===== src/rtl/fwd_hazard_if.sv =====
// Bundle between decode/pipeline control and the EX-stage forwarding/hazard unit.
// The hazard unit drives selects and stall through "master"; the pipeline side uses "slave".
interface fwd_hazard_if #(
  parameter int REG_W = 3,
  parameter int CNT_W = 16
);
  logic             hold;
  logic             flush;
  logic             id_valid;
  logic [REG_W-1:0] id_src1;
  logic [REG_W-1:0] id_src2;
  logic             id_src1_used;
  logic             id_src2_used;
  logic [REG_W-1:0] id_src_st;
  logic             id_st_used;
  logic [REG_W-1:0] id_ex_op_dest;
  logic             id_ex_wb_en;
  logic             id_ex_wb_mux;
  logic [REG_W-1:0] ex_op_dest;
  logic             ex_wb_en;
  logic [1:0]       frwd_op1_mux;
  logic [1:0]       frwd_op2_mux;
  logic [1:0]       frwd_store_data;
  logic             stall;
  logic [CNT_W-1:0] stall_count;

  modport master (
    input  hold, flush, id_valid,
    input  id_src1, id_src2, id_src1_used, id_src2_used, id_src_st, id_st_used,
    input  id_ex_op_dest, id_ex_wb_en, id_ex_wb_mux, ex_op_dest, ex_wb_en,
    output frwd_op1_mux, frwd_op2_mux, frwd_store_data, stall, stall_count
  );

  modport slave (
    output hold, flush, id_valid,
    output id_src1, id_src2, id_src1_used, id_src2_used, id_src_st, id_st_used,
    output id_ex_op_dest, id_ex_wb_en, id_ex_wb_mux, ex_op_dest, ex_wb_en,
    input  frwd_op1_mux, frwd_op2_mux, frwd_store_data, stall, stall_count
  );
endinterface


===== src/rtl/fwd_hazard_unit.sv =====
// Picks forwarding sources for the ID instruction, registers them into its EX cycle,
// and stalls IF/ID for one cycle on a load-use hazard.
module fwd_hazard_unit #(
  parameter int REG_W = 3,
  parameter int CNT_W = 16
) (
  input logic          clk,
  input logic          rst,
  fwd_hazard_if.master bus
);

  localparam logic [1:0] SEL_RF  = 2'b00;
  localparam logic [1:0] SEL_EX  = 2'b10;
  localparam logic [1:0] SEL_MEM = 2'b11;

  function automatic logic match(input logic used, input logic [REG_W-1:0] src,
                                 input logic [REG_W-1:0] dest, input logic wb_en);
    return used && (src != '0) && wb_en && (src == dest);
  endfunction

  logic       ex1, ex2, exs;
  logic       mem1, mem2, mems;
  logic       lu;
  logic [1:0] op1_d, op2_d, st_d;
  logic [1:0] op1_q, op2_q, st_q;
  logic [CNT_W-1:0] stall_count_q;

  assign ex1  = match(bus.id_src1_used, bus.id_src1,   bus.id_ex_op_dest, bus.id_ex_wb_en);
  assign ex2  = match(bus.id_src2_used, bus.id_src2,   bus.id_ex_op_dest, bus.id_ex_wb_en);
  assign exs  = match(bus.id_st_used,   bus.id_src_st, bus.id_ex_op_dest, bus.id_ex_wb_en);
  assign mem1 = match(bus.id_src1_used, bus.id_src1,   bus.ex_op_dest,    bus.ex_wb_en);
  assign mem2 = match(bus.id_src2_used, bus.id_src2,   bus.ex_op_dest,    bus.ex_wb_en);
  assign mems = match(bus.id_st_used,   bus.id_src_st, bus.ex_op_dest,    bus.ex_wb_en);

  assign lu = bus.id_valid && !bus.flush && !bus.hold && bus.id_ex_wb_mux && (ex1 || ex2 || exs);

  // A load's value is not ready in EX, so a load in EX never forwards; lu covers that case.
  always_comb begin
    op1_d = SEL_RF;
    op2_d = SEL_RF;
    st_d  = SEL_RF;
    if (bus.id_valid && !bus.flush && !lu) begin
      op1_d = (ex1 && !bus.id_ex_wb_mux) ? SEL_EX : (mem1 ? SEL_MEM : SEL_RF);
      op2_d = (ex2 && !bus.id_ex_wb_mux) ? SEL_EX : (mem2 ? SEL_MEM : SEL_RF);
      st_d  = (exs && !bus.id_ex_wb_mux) ? SEL_EX : (mems ? SEL_MEM : SEL_RF);
    end
  end

  always_ff @(posedge clk or posedge rst) begin
    if (rst) begin
      op1_q         <= SEL_RF;
      op2_q         <= SEL_RF;
      st_q          <= SEL_RF;
      stall_count_q <= '0;
    end else if (!bus.hold) begin
      op1_q <= op1_d;
      op2_q <= op2_d;
      st_q  <= st_d;
      if (lu && (stall_count_q != '1))
        stall_count_q <= stall_count_q + {{(CNT_W-1){1'b0}}, 1'b1};
    end
  end

  assign bus.frwd_op1_mux    = op1_q;
  assign bus.frwd_op2_mux    = op2_q;
  assign bus.frwd_store_data = st_q;
  assign bus.stall           = lu && !rst;
  assign bus.stall_count     = stall_count_q;

endmodule


===== src/flat_wrapper.sv =====
// flat-port wrapper written by rule: the top's interface ports become plain ports
module fwd_hazard_unit_flat 
#(
  parameter int REG_W = 3,
  parameter int CNT_W = 16
)
  (clk, rst, bus_hold, bus_flush, bus_id_valid, bus_id_src1, bus_id_src2, bus_id_src1_used, bus_id_src2_used, bus_id_src_st, bus_id_st_used, bus_id_ex_op_dest, bus_id_ex_wb_en, bus_id_ex_wb_mux, bus_ex_op_dest, bus_ex_wb_en, bus_frwd_op1_mux, bus_frwd_op2_mux, bus_frwd_store_data, bus_stall, bus_stall_count);
  fwd_hazard_if #(.REG_W(REG_W), .CNT_W(CNT_W)) bus_i ();
  input logic clk;
  input logic rst;
  input wire logic [$bits(bus_i.hold)-1:0] bus_hold;
  input wire logic [$bits(bus_i.flush)-1:0] bus_flush;
  input wire logic [$bits(bus_i.id_valid)-1:0] bus_id_valid;
  input wire logic [$bits(bus_i.id_src1)-1:0] bus_id_src1;
  input wire logic [$bits(bus_i.id_src2)-1:0] bus_id_src2;
  input wire logic [$bits(bus_i.id_src1_used)-1:0] bus_id_src1_used;
  input wire logic [$bits(bus_i.id_src2_used)-1:0] bus_id_src2_used;
  input wire logic [$bits(bus_i.id_src_st)-1:0] bus_id_src_st;
  input wire logic [$bits(bus_i.id_st_used)-1:0] bus_id_st_used;
  input wire logic [$bits(bus_i.id_ex_op_dest)-1:0] bus_id_ex_op_dest;
  input wire logic [$bits(bus_i.id_ex_wb_en)-1:0] bus_id_ex_wb_en;
  input wire logic [$bits(bus_i.id_ex_wb_mux)-1:0] bus_id_ex_wb_mux;
  input wire logic [$bits(bus_i.ex_op_dest)-1:0] bus_ex_op_dest;
  input wire logic [$bits(bus_i.ex_wb_en)-1:0] bus_ex_wb_en;
  output wire logic [$bits(bus_i.frwd_op1_mux)-1:0] bus_frwd_op1_mux;
  output wire logic [$bits(bus_i.frwd_op2_mux)-1:0] bus_frwd_op2_mux;
  output wire logic [$bits(bus_i.frwd_store_data)-1:0] bus_frwd_store_data;
  output wire logic [$bits(bus_i.stall)-1:0] bus_stall;
  output wire logic [$bits(bus_i.stall_count)-1:0] bus_stall_count;
  assign bus_i.hold = bus_hold;
  assign bus_i.flush = bus_flush;
  assign bus_i.id_valid = bus_id_valid;
  assign bus_i.id_src1 = bus_id_src1;
  assign bus_i.id_src2 = bus_id_src2;
  assign bus_i.id_src1_used = bus_id_src1_used;
  assign bus_i.id_src2_used = bus_id_src2_used;
  assign bus_i.id_src_st = bus_id_src_st;
  assign bus_i.id_st_used = bus_id_st_used;
  assign bus_i.id_ex_op_dest = bus_id_ex_op_dest;
  assign bus_i.id_ex_wb_en = bus_id_ex_wb_en;
  assign bus_i.id_ex_wb_mux = bus_id_ex_wb_mux;
  assign bus_i.ex_op_dest = bus_ex_op_dest;
  assign bus_i.ex_wb_en = bus_ex_wb_en;
  assign bus_frwd_op1_mux = bus_i.frwd_op1_mux;
  assign bus_frwd_op2_mux = bus_i.frwd_op2_mux;
  assign bus_frwd_store_data = bus_i.frwd_store_data;
  assign bus_stall = bus_i.stall;
  assign bus_stall_count = bus_i.stall_count;
  fwd_hazard_unit #(.REG_W(REG_W), .CNT_W(CNT_W)) u_core (.clk(clk), .rst(rst), .bus(bus_i));
endmodule

===== config.mk =====
export PLATFORM = sky130hd
export DESIGN_NAME = fwd_hazard_unit_flat
export DESIGN_NICKNAME = d
export VERILOG_FILES = /design/src/rtl/fwd_hazard_if.sv /design/src/rtl/fwd_hazard_unit.sv /design/src/flat_wrapper.sv
export SDC_FILE = /design/constraint.sdc
export NUM_CORES = 1
export LEC_CHECK = 0
export CAP_MARGIN = 20
export CORE_MARGIN = 2
export CORE_UTILIZATION = 42
export CTS_CLUSTER_DIAMETER = 150
export DETAILED_ROUTE_END_ITERATION = 16
export PLACE_DENSITY_LB_ADDON = 0.2
export SYNTH_ARGS = -nofsm -noshare
export SYNTH_HDL_FRONTEND = slang
export SYNTH_SLANG_ARGS = --single-unit

===== constraint.sdc =====
create_clock -name clk -period 2.7 [get_ports clk]
set_clock_uncertainty 0.2 [all_clocks]
set_input_delay 0.405 -clock clk [delete_from_list [all_inputs] [get_ports clk]]
set_output_delay 0.405 -clock clk [all_outputs]
set_load 0.01 [all_outputs]

### Word level (Yosys, flattened, before mapping)

Index checks and enable logic that the tools add are counted.

| storage, ports and cells | value |
|---|---|
| bits in registers | 22 |
| input bits | 26 |
| logic and storage cells | 58 |

| cells by class | value |
|---|---|
| add/sub/neg operators | 1 |
| equal/unequal tests | 7 |
| muxes and demuxes | 9 |
| bitwise operators | 1 |
| reductions and logical operators | 36 |

Operator list:

| kind | count |
|---|---|
| logical AND 1 bit | 25 |
| == test 3 bit | 6 |
| two-way mux 2 bit | 9 |
| adder 16 x 1 -> 16 bit, second input constant | 1 |
| != test 16 bit, second input constant | 1 |
| nonzero test 3 bit | 3 |
| logical NOT 1 bit | 5 |
| logical OR 1 bit | 2 |
| AND reduction 2 bit | 1 |
| NOT 1 bit | 1 |

### Longest topological paths before layout

| logic depth | value |
|---|---|
| depth after elaboration | 10 |
| depth in mapped cells | 8 |

### Least setup slack after synthesis

No wires, ideal clock.

| timing | value |
|---|---|
| kind | in2out |
| start point | in bus_id_ex_op_dest[2] |
| end point | out bus_stall |
| arrival | 1.819 ns |
| setup slack | 0.276 ns |
| stages | 6 |
| path buffers | 1 |
| path through | buf_6 > or3b_1 > a211oi_2 > o2111ai_2 > and3_1 > nor3_1 |

| between the ends | value |
|---|---|
| longest elaborated chain between the ends | 6 |
| elaborated cells on any way between the ends | 10 |
| those cells by class | 3 x eq/ne; 7 x reduce/logical |

Ends and longest elaborated chain:

| element | line | text |
|---|---|---|
| start, declared | flat_wrapper.sv:20 | `input wire logic [$bits(bus_i.id_ex_op_dest)-1:0] bus_id_ex_op_dest;` |
| == test 3 bit | fwd_hazard_unit.sv:18 | `return used && (src != '0) && wb_en && (src == dest);` |
| logical AND 1 bit | fwd_hazard_unit.sv:18 |  |
| logical OR 1 bit | fwd_hazard_unit.sv:35 | `assign lu = bus.id_valid && !bus.flush && !bus.hold && bus.id_ex_wb_mux && (ex1 \|\| ex2 \|\| exs);` |
| logical OR 1 bit * | fwd_hazard_unit.sv:35 |  |
| logical AND 1 bit * | fwd_hazard_unit.sv:35 |  |
| logical AND 1 bit * | fwd_hazard_unit.sv:67 | `assign bus.stall = lu && !rst;` |
| end, declared | flat_wrapper.sv:28 | `output wire logic [$bits(bus_i.stall)-1:0] bus_stall;` |

Every way passes the cells marked *; elsewhere a longest branch is shown, timed or not.

### Worst setup path after layout

| timing | value |
|---|---|
| start point | in bus_id_src_st[1] |
| end point | out bus_stall |

| between the ends | value |
|---|---|
| longest elaborated chain between the ends | 7 |
| elaborated cells on any way between the ends | 8 |
| those cells by class | 1 x eq/ne; 7 x reduce/logical |

Ends and longest elaborated chain:

| element | line | text |
|---|---|---|
| start, declared | flat_wrapper.sv:18 | `input wire logic [$bits(bus_i.id_src_st)-1:0] bus_id_src_st;` |
| nonzero test 3 bit | fwd_hazard_unit.sv:18 |  |
| logical AND 1 bit (2 in series) | fwd_hazard_unit.sv:18 |  |
| logical AND 1 bit * | fwd_hazard_unit.sv:18 |  |
| logical OR 1 bit * | fwd_hazard_unit.sv:35 |  |
| logical AND 1 bit * | fwd_hazard_unit.sv:35 |  |
| logical AND 1 bit * | fwd_hazard_unit.sv:67 |  |

Marked as above.

==> impl_results.md <==
- Final setup fails: 0
- Syn. warnings: 0
- RSZ-0062 raised after global routing: no
- Worst setup margin: roughly 0.063 ns
- Max-slew violation count: 0
- Crit path max fanout: 2
- Power Internal: 473 uW
- Die Height: around 62 um
- Die width: around 62 um
- Clock power share: a little under a quarter
- Post-synth EDFFs: 0
- Register bit total from synthesis: 22
- HPWL after DPL: roughly 3100 um
- Pwr dens: ~300 nW/um2
- Fraction of layout cells with a size suffix above 1: 16.6%
- H-tree level count: 1
- Worst setup EP type: output port
- Routability-driven placement congestion ratio: approximately 0.86
- Pin count of the biggest net entering global routing: 23
- Initial antenna violation count: 0
- Top FF cell, synth: dfrtp_1
- Lkg Pwr: 0.000912 uW
- Dpl ws: -0.518 ns
- Clk_lat worst skew: between 0.2 and 0.3 ns
- Syn Nets: around 170
- Period utilisation layout: between 90% and 100%
- Root Driver: clkbuf_4
- Via/cell ratio: ~5.3
- Global-route wire length before repair: roughly 6000 um
- Synth Cell Area: between 1000 and 1500 um2
- Vias in the first global route: between 1,000 and 1,500
- Setup TNS: 0 ns
- Synth async-reset ratio: 100%
- ANT cells: 0
- CP top delay family: simple AND/OR/NAND/NOR gates
- Vias: 1,389
- Seq pwr share: a little over half
- DR WL/cell: around 14 um
- Hold WC Path Type: register to register
- Area Growth Syn to Fin: 52.7%
- Sw Pwr: 164 uW
- Post-route insts no fill: 261
- CTS buffer count: 3
- Post-route cell area: between 2000 and 2500 um2
- Port Buffers: 48
- Final WL: about 3700 um
- Gate Count Post-Synth: ~150
- Final hold slack: between 0.3 and 0.4 ns
- Initial Utilization: between 40% and 50%
- Crit Path Class: input pin to output port
- Clk sinks: 22
- TritonCTS clock tree: done
- Post-CTS setup buffers: 0
- CP arrival: a little over 2 ns
- # placed instances: 258
- Final net count: about 250
- Max clock buf depth: 2
- Total gr overflow: 0
- Syn Area/Cell: 9.52 um2
- Clk pin slew, worst setup/hold paths: 0.12 ns
- Worst setup SP type: input pin
- Crit path buffers/inverters: 2
- Unique masters post-synth: 38
- Period minus WS final: between 2 and 3 ns
- Status: complete, no violations
- Sw frac: about a quarter
- Max_cap viols: 0
- Slew margin rel.: 45.4%
- Combinational Power Share: between 20% and 30%
- Slowest stage cell, crit path: clkdlybuf4s50_1
- Slowest stage delay, CP: around 0.46 ns
- Ports: between 40 and 50
- Post-DP Area: 2100 um2
- Drt pass-1 iters: 4
- Max Fclk: about 380 MHz
- Worst-margin pin slew: 0.819 ns
- Total Routing Usage GR: 21.3%
- CP Cell Sequence: clkdlybuf4s50_1, or3b_1, a211oi_2, o2111ai_2, and3_4, nor3_2, buf_2
- Core Box Area: a little over 3000 um2
- Hold Fails Final Rpt: 0
- # hold bufs at CTS: 0
- Worst path required time: ~2.1 ns
- Seq/Total Area, Yosys: 39.3%
- VDD IR max: ~0.13 mV
- Die area: approximately 3800 um2
- # rows: 20
- 1st-iter DRT viols: between 50 and 60
- # DRC: 0
- Final ANT Viol Nets: 0
-- final timing paths --
kind	from	endpoint	slack (ns)	cells past startpoint
hold reg to reg	u_core.bus.frwd_op1_mux[0]$_DFFE_PP0N_	u_core.bus.frwd_op1_mux[0]$_DFFE_PP0N_	0.30	2
setup reg to reg	u_core.bus.stall_count[0]$_DFFE_PP0P_	u_core.bus.stall_count[1]$_DFFE_PP0P_	0.51	7
max in group asynchronous	rst	u_core.bus.stall_count[5]$_DFFE_PP0P_	1.38	2
setup / recovery	bus_id_src_st[1]	bus_stall	0.06	7
min in group asynchronous	rst	u_core.bus.frwd_op1_mux[0]$_DFFE_PP0N_	0.42	2
hold / removal	u_core.bus.frwd_op1_mux[0]$_DFFE_PP0N_	u_core.bus.frwd_op1_mux[0]$_DFFE_PP0N_	0.30	2
-- logic make-up (layout without fill, tap and decap cells) --
group | count (synthesis) | in the layout | synth area share (%)
DFF | 22 | 22 | 39.3
muxes | 1 | 1 | 0.804
and+or+nand+nor | 65 | 65 | 25.2
buffers and inverters | 8 | 78 | 3.22
adders and majority gates | 1 | 1 | 0.894
AOI/OAI and AO/OA | 23 | 23 | 13.7
xor gates and xnor gates | 27 | 27 | 16.9
-- stage by stage --
step                total power [uW]  utilization, %
finish                           637            68.9
global route                     676            68.9
CTS                              647            68.4
detailed placement               501            67.6
global placement                 497            67.6
floorplan                        405               -
-- layout make-up --
| cell class | count | area [um2] |
|---|---|---|
| sequential | 22 | 551 |
| timing repair buffer | 73 | 688 |
| clock buffer | 3 | 22.5 |
| inverter | 2 | 7.51 |
| multi-input combinational | 117 | 815 |
| fill | 274 | 965 |
| tap | 44 | 55.1 |
-- registers in the layout, summed over array words and instances, names as in the netlist --
signal,cells
u_core.bus.frwd_op1_mux,2
u_core.bus.frwd_op2_mux,2
u_core.bus.frwd_store_data,2
u_core.bus.stall_count,16
-- per-layer routing --
metal / GRT usage [%] / up-vias / share of wire [%] / wire [um]
met4: 9.42 / 0 / 2.1 / 78
li1: - / 679 / - / -
met1: 21.1 / 664 / 39 / 1410
met2: 43.0 / 40 / 56 / 2030
met3: 2.69 / 6 / 3.6 / 132
met5: 0 / - / 0 / 0
-- worst register-to-register path, stage by stage, from the launching register on --
cell	delay (ns)
dfrtp_1	0.43
ha_1	0.21
nand3_1	0.09
nor3_1	0.42
a31o_2	0.26
a31oi_4	0.04
buf_12	0.16
mux2_2	0.27
-- cells in the final DEF (no fill, tap or decap), types with 4 or more instances in the layout --
master            n
and3_1            5
xnor2_1          23
nor2_1            4
nand4_1           8
o21ai_0           6
dlymetal6s2s_1    6
buf_4            24
dfrtp_1          22
nand3_1          10
nor3_1            4
xor2_1            4
nand2_1          17
clkdlybuf4s50_1  39
-- cell usage after synthesis, types with 2 or more instances --
library cell,count,area [um2]
dfrtp_1,22,551
buf_6,2,22.5
a211o_1,2,17.5
nand2_1,17,63.8
a31oi_1,2,12.5
nand4_1,8,50.1
a41oi_1,3,26.3
nor2_1,4,15.0
nor4bb_1,2,20.0
nor2b_1,3,18.8
xnor2_1,23,201
inv_1,2,7.51
nor3_1,5,25.0
clkbuf_1,4,15.0
or3_1,3,18.8
nand3_1,10,50.1
o21ai_0,6,30.0
and3_1,6,37.5
xor2_1,4,35.0
-- timing repair --
action | 4_1_cts | 5_1_grt
pin swaps | 5 | 4
gates resized for setup | 8 | 6
setup endpoints to repair | 1 | 1
-- power groups by stage --
stage | Sequential (uW) | Clock [uW] | Combinational, uW
final | 342 | 145 | 150
after global routing | 344 | 167 | 166
after floorplan | 350 | 0 | 55.2
after CTS | 342 | 152 | 153
after detailed placement | 348 | 0 | 153
after global placement | 348 | 0 | 149
(Power assumes the default switching activity.)
